==> config.mk <==
export PLATFORM = sky130hd
export DESIGN_NAME = ram_arbiter
export DESIGN_NICKNAME = d
export VERILOG_FILES = /design/src/rtl/ram_arbiter.sv
export SDC_FILE = /design/constraint.sdc
export NUM_CORES = 1
export LEC_CHECK = 0
export BUFFER_PORTS_ARGS = -buffer_cell sky130_fd_sc_hd__buf_2
export CAP_MARGIN = 20
export CORE_AREA = 5 5 61 63
export CTS_BUF_LIST = sky130_fd_sc_hd__clkbuf_16
export DETAILED_ROUTE_END_ITERATION = 10
export DIE_AREA = 0 0 66 68
export PLACE_DENSITY = 0.83
export SLEW_MARGIN = 20
export SYNTH_ARGS = -nofsm -noshare
export SYNTH_HDL_FRONTEND = slang
export SYNTH_SLANG_ARGS = --single-unit
==> constraint.sdc <==
create_clock -name clk -period 4.4 [get_ports clk]
set_clock_uncertainty 0.1 [all_clocks]
set_input_delay 0.44 -clock clk [delete_from_list [all_inputs] [get_ports clk]]
set_output_delay 0.44 -clock clk [all_outputs]
set_load 0.01 [all_outputs]
==> src/rtl/ram_arbiter.sv <==
// rtl/ram_arbiter.sv - two-requester round-robin arbiter/sequencer for a single-port RAM
//
// Purpose: serialises read/write requests from two clients onto one RAM port.
// Each transaction takes three cycles: IDLE (arbitrate) -> ACCESS (RAM
// address/data/strobe driven) -> ACK (one-cycle ack to the owner).
//
// Ports:
//   clk, rst                 clock, asynchronous active-high reset
//   req0/we0/addr0/wdata0    requester 0 request, write enable, address, write data
//   ack0/rdata0              requester 0 completion pulse and read data
//   req1/we1/addr1/wdata1    requester 1 request, write enable, address, write data
//   ack1/rdata1              requester 1 completion pulse and read data
//   ram_wr/ram_addr/ram_wr_data  RAM write strobe, address, write data (registered)
//   ram_rd_data              RAM combinational read data
//   busy                     high whenever the sequencer is not in IDLE
//   gnt_cnt0/gnt_cnt1        saturating grant counters, present only with
//                            RAM_ARB_STATS_EN defined

module ram_arbiter #(
  parameter int AW = 3,
  parameter int DW = 8
) (
  input  logic          clk,
  input  logic          rst,
  input  logic          req0,
  input  logic          we0,
  input  logic [AW-1:0] addr0,
  input  logic [DW-1:0] wdata0,
  output logic          ack0,
  output logic [DW-1:0] rdata0,
  input  logic          req1,
  input  logic          we1,
  input  logic [AW-1:0] addr1,
  input  logic [DW-1:0] wdata1,
  output logic          ack1,
  output logic [DW-1:0] rdata1,
  output logic          ram_wr,
  output logic [AW-1:0] ram_addr,
  output logic [DW-1:0] ram_wr_data,
  input  logic [DW-1:0] ram_rd_data,
  output logic          busy
`ifdef RAM_ARB_STATS_EN
  ,
  output logic [15:0]   gnt_cnt0,
  output logic [15:0]   gnt_cnt1
`endif
);

  typedef enum logic [1:0] {
    S_IDLE   = 2'd0,
    S_ACCESS = 2'd1,
    S_ACK    = 2'd2
  } state_t;

  state_t        state;
  state_t        next_state;
  logic          owner;
  logic          last_owner;
  logic          grant;
  logic          sel_we;
  logic [AW-1:0] sel_addr;
  logic [DW-1:0] sel_wdata;

  always_ff @(posedge clk or posedge rst) begin
    if (rst) begin
      state <= S_IDLE;
    end else begin
      state <= next_state;
    end
  end

  // Arbitration only looks at requests in IDLE; a request still held during
  // ACK is simply seen again once we are back in IDLE.
  always_comb begin
    next_state = state;
    grant      = 1'b0;
    case (state)
      S_IDLE: begin
        if (req0 && req1) begin
          grant      = ~last_owner;
          next_state = S_ACCESS;
        end else if (req0) begin
          grant      = 1'b0;
          next_state = S_ACCESS;
        end else if (req1) begin
          grant      = 1'b1;
          next_state = S_ACCESS;
        end
      end
      S_ACCESS: next_state = S_ACK;
      S_ACK:    next_state = S_IDLE;
      default:  next_state = S_IDLE;
    endcase
  end

  assign sel_we    = grant ? we1    : we0;
  assign sel_addr  = grant ? addr1  : addr0;
  assign sel_wdata = grant ? wdata1 : wdata0;

  assign busy = (state != S_IDLE);

  always_ff @(posedge clk or posedge rst) begin
    if (rst) begin
      owner       <= 1'b0;
      last_owner  <= 1'b1;
      ack0        <= 1'b0;
      ack1        <= 1'b0;
      rdata0      <= '0;
      rdata1      <= '0;
      ram_wr      <= 1'b0;
      ram_addr    <= '0;
      ram_wr_data <= '0;
    end else begin
      // Strobe and acks are single-cycle pulses; ram_addr/ram_wr_data hold.
      ack0   <= 1'b0;
      ack1   <= 1'b0;
      ram_wr <= 1'b0;
      case (state)
        S_IDLE: begin
          if (next_state == S_ACCESS) begin
            owner       <= grant;
            ram_addr    <= sel_addr;
            ram_wr_data <= sel_wdata;
            ram_wr      <= sel_we;
          end
        end
        S_ACCESS: begin
          ack0 <= ~owner;
          ack1 <= owner;
          // ram_wr still reflects the owner's write enable during ACCESS.
          if (!ram_wr) begin
            if (owner) begin
              rdata1 <= ram_rd_data;
            end else begin
              rdata0 <= ram_rd_data;
            end
          end
        end
        S_ACK: begin
          last_owner <= owner;
        end
        default: ;
      endcase
    end
  end

`ifdef RAM_ARB_STATS_EN
  always_ff @(posedge clk or posedge rst) begin
    if (rst) begin
      gnt_cnt0 <= '0;
      gnt_cnt1 <= '0;
    end else if (state == S_ACK) begin
      if (!owner && gnt_cnt0 != 16'hFFFF) begin
        gnt_cnt0 <= gnt_cnt0 + 16'd1;
      end
      if (owner && gnt_cnt1 != 16'hFFFF) begin
        gnt_cnt1 <= gnt_cnt1 + 16'd1;
      end
    end
  end
`endif

endmodule
==> summary.md, run 1 <==
| Metric | Value |
|---|---|
| Most used flip-flop cell after synthesis | dfrtp_1 |
| Ratio of routed vias to standard cells | 5.16 |
| DRC violation count after routing | 0 |
| Net load switching power | roughly 540 uW |
| Worst Tran Pin Value | around 0.93 ns |
| Share of the synthesized area in the top cell type | a little under three fifths |
| Final instance area | 2010 um2 |
| Cell type with the largest total area after synthesis | dfrtp_1 |
| Die Y | 68 um |
| Placer Congestion | roughly 0.89 |
| Worst hold path type | in2async |
| Internal power | roughly 1000 uW |
| Number of warning messages in the yosys log | 0 |
| Number of buffers inserted for hold repair after clock tree synthesis | 0 |
| Max frequency | between 400 and 500 MHz |
| Data arrival time of the worst path | 1.71 ns |
| Clock tree from TritonCTS | yes |
| Mapped Nets | approximately 160 |
| Status | finished, final reports clean |
| Crit path cell chain | nor2_2 -> inv_1 -> buf_2 |
| Final count of pins violating max slew | 0 |
| Initial antenna violation count | 0 |
| Critical path endpoint category | primary output |
| Number of global-route vias before repair | roughly 1200 |
| Post-route minimum period | 2.25 ns |
| Post-synth design cell area | ~1500 um2 |
| R2r worst-path depth | 3 |
| Detailed-route wire length | approximately 3.4 mm |
| Sinks on Clock Net | 34 |
| Fraction of power consumed by sequential logic | between 30% and 40% |
| DP HPWL | 2.54 mm |
| Share of async-settable or async-resettable flops after synthesis | 100% |
| Number of enable flip-flop cells after synthesis | 0 |
| Synth top cells by count | 33 x dfrtp_1, 17 x mux2_2, 16 x inv_1 |
| Count of boundary I/O pins | 67 |
| Remaining antenna violation count | 0 |
| Most frequent cell after synthesis | dfrtp_1 |
| Std-Cell Core Area | 3180 um2 |
| Clock Tree Buf Depth | 2 |
| Wirelength per Cell | 14.5 um |
| Pleak | roughly 0.00099 uW |
| Ratio of cells with drive above 1 in the final layout | about half |
| Final setup viols | 0 |
| Area after detailed placement | about 1800 um2 |
| Row count | 21 |
| Layout overhead on the synthesized area | 36.4% |
| Register area share after synthesis | slightly below 60% |
| Port Buffer Count | between 60 and 70 |
| Post-synthesis instance total | between 100 and 150 |
| Tot GR Track Use | between 10% and 20% |
| Total CTS buffers | 5 |
| Total count of hold-check failures in the final report | 0 |
| Setup repair after global routing missed its margin | false |
| Slack of the critical path | 2.15 ns |
| Utilization after layout | between 60% and 70% |
| Number of antenna cells inserted | 0 |
| Sw Ratio | approximately 34% |
| FF+latch count, synth | 34 |
| Total Nets Final | between 200 and 250 |
| Die Wd | around 66 um |
| Max rail drop VDD | roughly 0.42 mV |
| Post-CTS Setup Bufs | 0 |
| Reg clk slew, reported paths | around 0.060 ns |
| Routed vias | ~1200 |
| Post-route setup TNS | 0 ns |
| Kind of start point of the critical path | flip-flop |
| Unique masters post-synth | 23 |
| Count of filler cells inserted in the layout | 265 |
| First-pass detailed-route iteration total | 5 |
| Total of cells resized after clock tree synthesis | 0 |
| Worst Setup Path Type | reg2out |
| Power Density | 779 nW/um2 |
| Worst slew slack as a fraction of its limit | a little under two fifths |
| Top area cells in the synthesized netlist | dfrtp_1 56%, mux2_2 13%, o311ai_1 5.4%, nand4_1 5.1%, inv_1 4.1% |
| Count of routing violations after the opening detailed-route iteration | 51 |
| Final global-route overflow total | 0 |
| Clock power frac | around 25% |
| Post-route fraction of the period consumed by the critical path | 51.2% |
| Clock root buffer | clkbuf_16 |
| Cell with the largest stage delay on the worst path | nor2_2 |
| Worst setup timing slack at the placement stage | approximately 2.3 ns |
| H-tree lvl count | 2 |
| Pin count of the biggest net entering global routing | 35 |
| Mapped Avg Cell Area | about 12 um2 |
| CP Max Fanout | 16 |
| Area enclosed by the die boundary | approximately 4500 um2 |
| Proportion of power drawn by combinational gates | between 30 and 40% |
| Maximum Capacitance Violations | 0 |
| Worst-skew pair later-pin latency | 0.27 ns |
| Critical path data required time | roughly 3.9 ns |
| Global-route wire length before repair | 5.55 mm |
| Delay contributed by the slowest stage of the critical path | between 0.4 and 0.5 ns |
| Initial standard-cell utilization of the core | between 40% and 50% |
-- layout make-up --
| type | instances | area (um2) | area share (%) |
|---|---|---|---|
| inverter | 16 | 60.1 | 2.99 |
| clock buffer | 5 | 125 | 6.23 |
| clock inverter | 3 | 45.0 | 2.24 |
| timing repair buffer | 67 | 338 | 16.8 |
| tap | 46 | 57.6 | 2.87 |
| multi-input combinational | 65 | 529 | 26.4 |
| sequential | 34 | 852 | 42.5 |
-- state kept, by name (all words and copies together), names as in the netlist --
register,flops
ram_wr,1
rdata1,8
ack0,1
ram_addr,3
owner,1
last_owner,1
ack1,1
state,2
ram_wr_data,8
rdata0,8
-- layout by cell type, fill, tap and decap left out, types with 2 or more instances in the layout --
cell type,n
clkinvlp_4,2
o311ai_1,9
nor2_1,2
o311ai_0,2
nand4_1,12
o21ai_0,11
buf_2,66
mux2_2,17
inv_1,16
dfrtp_1,33
clkbuf_16,5
-- layer usage --
layer / track usage, % / up-vias / part of all wire [%]
met5: 0 / - / 0
met4: 8.38 / 0 / 1.6
met3: 7.39 / 4 / 12
met2: 27.3 / 77 / 45
met1: 19.4 / 562 / 42
li1: - / 575 / -
-- stage by stage --
| stage | total power (uW) | cells | hold slack, ns |
|---|---|---|---|
| 2_1_floorplan | 958 | 122 | 0.422 |
| 3_3_place_gp | 1160 | 228 | 0.384 |
| 3_5_place_dp | 1180 | 228 | 0.390 |
| 4_1_cts | 1580 | 236 | 0.164 |
| 5_1_grt | 1670 | 236 | 0.186 |
| 6_report | 1560 | 236 | 0.154 |
-- final timing paths --
path | slack [ns] | from | to
setup / recovery | 2.15 | state[0] | busy
hold / removal | 0.15 | rst | rdata0[7]
setup reg to reg | 2.32 | state[0] | ram_addr[1]
hold reg to reg | 0.40 | rdata0[0] | rdata0[0]
max in group asynchronous | 3.72 | rst | last_owner
min in group clk | 0.31 | ram_rd_data[1] | rdata1[1]
-- power groups by stage --
| stage | Clock (uW) | Sequential [uW] | Combinational (uW) |
|---|---|---|---|
| 2_1_floorplan | 0 | 629 | 329 |
| 3_3_place_gp | 0 | 564 | 600 |
| 3_5_place_dp | 0 | 566 | 617 |
| 4_1_cts | 399 | 563 | 619 |
| 5_1_grt | 413 | 584 | 674 |
| 6_report | 392 | 560 | 611 |
-- worst max-delay path: cells and delay by family, from the launching register on --
family / cells / cell delay [ns]
buffers and inverters: 2 / 0.54
DFF: 1 / 0.42
and+or+nand+nor: 1 / 0.48
-- kinds of logic after synthesis --
family / share of synthesized area, %
buf+inv: 6.12
flops: 57.9
compound gates: 12.1
simple gates: 10.9
mux: 13.0
Power figures use the tool's default switching activity.
==> run 2, diff against run 1 <==
--- a/config.mk
+++ b/config.mk
@@ -7,11 +7,11 @@
 export LEC_CHECK = 0
 export BUFFER_PORTS_ARGS = -buffer_cell sky130_fd_sc_hd__buf_2
 export CAP_MARGIN = 20
-export CORE_AREA = 5 5 61 63
+export CORE_AREA = 5 5 66 68
 export CTS_BUF_LIST = sky130_fd_sc_hd__clkbuf_16
 export DETAILED_ROUTE_END_ITERATION = 10
-export DIE_AREA = 0 0 66 68
-export PLACE_DENSITY = 0.83
+export DIE_AREA = 0 0 71 73
+export PLACE_DENSITY = 0.75
 export SLEW_MARGIN = 20
 export SYNTH_ARGS = -nofsm -noshare
 export SYNTH_HDL_FRONTEND = slang
==> constraint.sdc (replaced) <==
create_clock -name clk -period 2.06 [get_ports clk]
set_clock_uncertainty 0.1 [all_clocks]
set_input_delay 0.206 -clock clk [delete_from_list [all_inputs] [get_ports clk]]
set_output_delay 0.206 -clock clk [all_outputs]
set_load 0.01 [all_outputs]
==> run 2 against run 1 <==
Against the previous run:
- count of clock-buffer cells in the layout is the same
- clock power grew 78%
- global-route usage shrank 2.6 points
- combinational power grew 120%
- highest routed layer unchanged
- worst hold slack lost 0.076 ns
- die area grew 15%
==> summary.md, run 2 (synthesis gave the netlist of run 1 again) <==
| Metric | Value |
|---|---|
| Post-route setup TNS | 0 ns (unchanged) |
| Worst Tran Pin Value | 0.942 ns (+0.00912 ns) |
| Die Y | 73 um (+7.4%) |
| Wirelength per Cell | 14.3 um (-1.0%) |
| Std-Cell Core Area | 3800 um2 (+19%) |
| Worst hold slack after final layout | 0.0772 ns (-0.0763 ns) |
| Die Wd | 71 um (+7.6%) |
| CP Max Fanout | 12 (-4) |
| H-tree lvl count | 2 (unchanged) |
| Ratio of cells with drive above 1 in the final layout | 51.3% (-0.28 points) |
| Clock tree from TritonCTS | yes |
| Worst Setup Path Type | reg2out |
| Commonest cells after routing, fill and taps aside | 66 x buf_2, 33 x dfrtp_1, 17 x mux2_2 |
| Final count of pins violating max slew | 0 (unchanged) |
| Delay contributed by the slowest stage of the critical path | 0.42 ns (-0.06 ns) |
| Kind of start point of the critical path | flip-flop |
| Regs by FF count | ram_wr_data x8, rdata0 x8, rdata1 x8 |
| Setup repair after global routing missed its margin | false |
| Area after detailed placement | 1860 um2 (+1.1%) |
| Global-route wire length before repair | 5.87 mm (+5.8%) |
| Post-layout total power | 3240 uW (+110%) |
| Area enclosed by the die boundary | 5180 um2 (+15%) |
| Routed vias | 1240 (+1.8%) |
| Post-Place Cells | 234 (+2.6%) |
| Total CTS buffers | 5 (unchanged) |
| Status | finished, final reports clean |
| Max frequency | roughly 550 MHz |
| Post-route minimum period | ~1.8 ns |
| Total count of hold-check failures in the final report | 0 (unchanged) |
| Leading cell type in the layout, fill and taps excluded | buf_2 |
| Worst slew slack as a fraction of its limit | 36.8% (-0.61 points) |
| Final global-route overflow total | 0 (unchanged) |
| Layout overhead on the synthesized area | 36.5% (about the same) |
| Tot GR Track Use | 14.3% (-2.6 points) |
| Worst-skew pair later-pin latency | 0.27 ns (about the same) |
| Final instance area | 2010 um2 (about the same) |
| Power Density | 1610 nW/um2 (+110%) |
| Cell with the largest stage delay on the worst path | dfrtp_1 |
| Ratio of routed vias to standard cells | 5.10 (-1.1%) |
| Cell family with the largest share of critical-path delay | buffers and inverters |
| Initial antenna violation count | 0 (unchanged) |
| Sinks on Clock Net | 34 (unchanged) |
| Maximum Capacitance Violations | 0 (unchanged) |
| Critical path endpoint category | primary output |
| Clock root buffer | clkbuf_16 |
| Row count | 23 (+9.5%) |
| First-pass detailed-route iteration total | 4 (-1) |
| Max rail drop VDD | 0.877 mV (+110%) |
| Number of antenna cells inserted | 0 (unchanged) |
| Detailed-route wire length | 3.49 mm (+1.9%) |
| Count of boundary I/O pins | 67 (unchanged) |
| Number of global-route vias before repair | 1311 (+6.9%) |
| Worst Path Buf+Inv | 2 (unchanged) |
| Final setup viols | 0 (unchanged) |
| Critical path data required time | 1.75 ns (-2.11 ns) |
| Pleak | 0.000998 uW (+0.46%) |
| Initial standard-cell utilization of the core | 38.7% (-7.5 points) |
| Remaining antenna violation count | 0 (unchanged) |
| Total Nets Final | 228 (+1.3%) |
| Number of standard cells in the final layout excluding fillers | 243 (+3.0%) |
| Placer Congestion | 0.738 (-17%) |
| Port Buffer Count | 66 (unchanged) |
| Data arrival time of the worst path | 1.51 ns (-0.20 ns) |
| Crit path cell chain | nor2_2 -> inv_1 -> buf_2 |
| Reg clk slew, reported paths | 0.05 ns (about the same) |
| DRC violation count after routing | 0 (unchanged) |
| Clock Tree Buf Depth | 2 (unchanged) |
| DP HPWL | 2.61 mm (+2.6%) |
| Count of routing violations after the opening detailed-route iteration | 42 (-18%) |
| Worst hold path type | in2reg |
| Pin count of the biggest net entering global routing | 35 (unchanged) |
| Post-route fraction of the period consumed by the critical path | approximately 88% |
run 2: cell count changes in the layout (fill, tap and decap cells not counted), sizes merged:
cell | previous run | this run
clkinvlp | 2 | 1
bufinv | 1 | 0
dlygate4sd3 | 0 | 1
buf | 67 | 69
clkinv | 0 | 2
run 2: per-layer routing:
| metal | vias to the layer above | wire [um] | track usage (%) |
|---|---|---|---|
| met2 | 64 | 1620 | 22.8 |
| li1 | 587 | - | - |
| met5 | - | 0 | 0 |
| met4 | 0 | 38 | 3.76 |
| met3 | 5 | 363 | 5.79 |
| met1 | 584 | 1470 | 18.2 |
run 2: worst paths after layout:
path                           startpoint     endpoint  slack (ns)  cells past startpoint
max                              state[0]         busy        0.24                      3
min                        ram_rd_data[1]    rdata0[1]        0.08                      2
max reg2reg                      state[0]  ram_addr[0]        0.26                      3
min reg2reg                     rdata1[5]    rdata1[5]        0.40                      1
max in group asynchronous             rst   last_owner        1.07                      4
min in group asynchronous             rst  ram_addr[2]        0.47                      4
run 2: worst register-to-register path: stages (launching register included):
cell      delay [ns]
dfrtp_1         0.42
nor2_2          0.34
o21ai_1         0.41
o311ai_0        0.40
run 2: stage by stage:
step / util (%) / setup WS, ns
3_3_place_gp: 48.9 / 0.342
4_1_cts: 52.9 / 0.262
5_1_grt: 52.9 / 0.101
3_5_place_dp: 48.9 / 0.293
6_report: 52.9 / 0.244
2_1_floorplan: - / 0.591
run 2: layout make-up:
cell class / instances / area (um2)
clock inverters: 3 / 16.3
repair buffers: 70 / 363
clock buffers: 5 / 125
flip-flops and latches: 34 / 852
well taps: 50 / 62.6
fillers: 342 / 1790
inverters: 16 / 60.1
multi-input cells: 65 / 529
run 2: what timing repair did:
item                       4_1_cts  5_1_grt
setup endpoints to repair        0        0
setup buffers                    0        0
hold buffers                     1        0
hold endpoints to repair        33        0
gates resized for setup          0        0
run 2: where the power goes:
part / switching [uW] / total, uW / internal (uW)
logic: 702 / 1330 / 628
registers: 192 / 1210 / 1020
clock network: 257 / 697 / 440
total: 1150 / 3240 / 2080
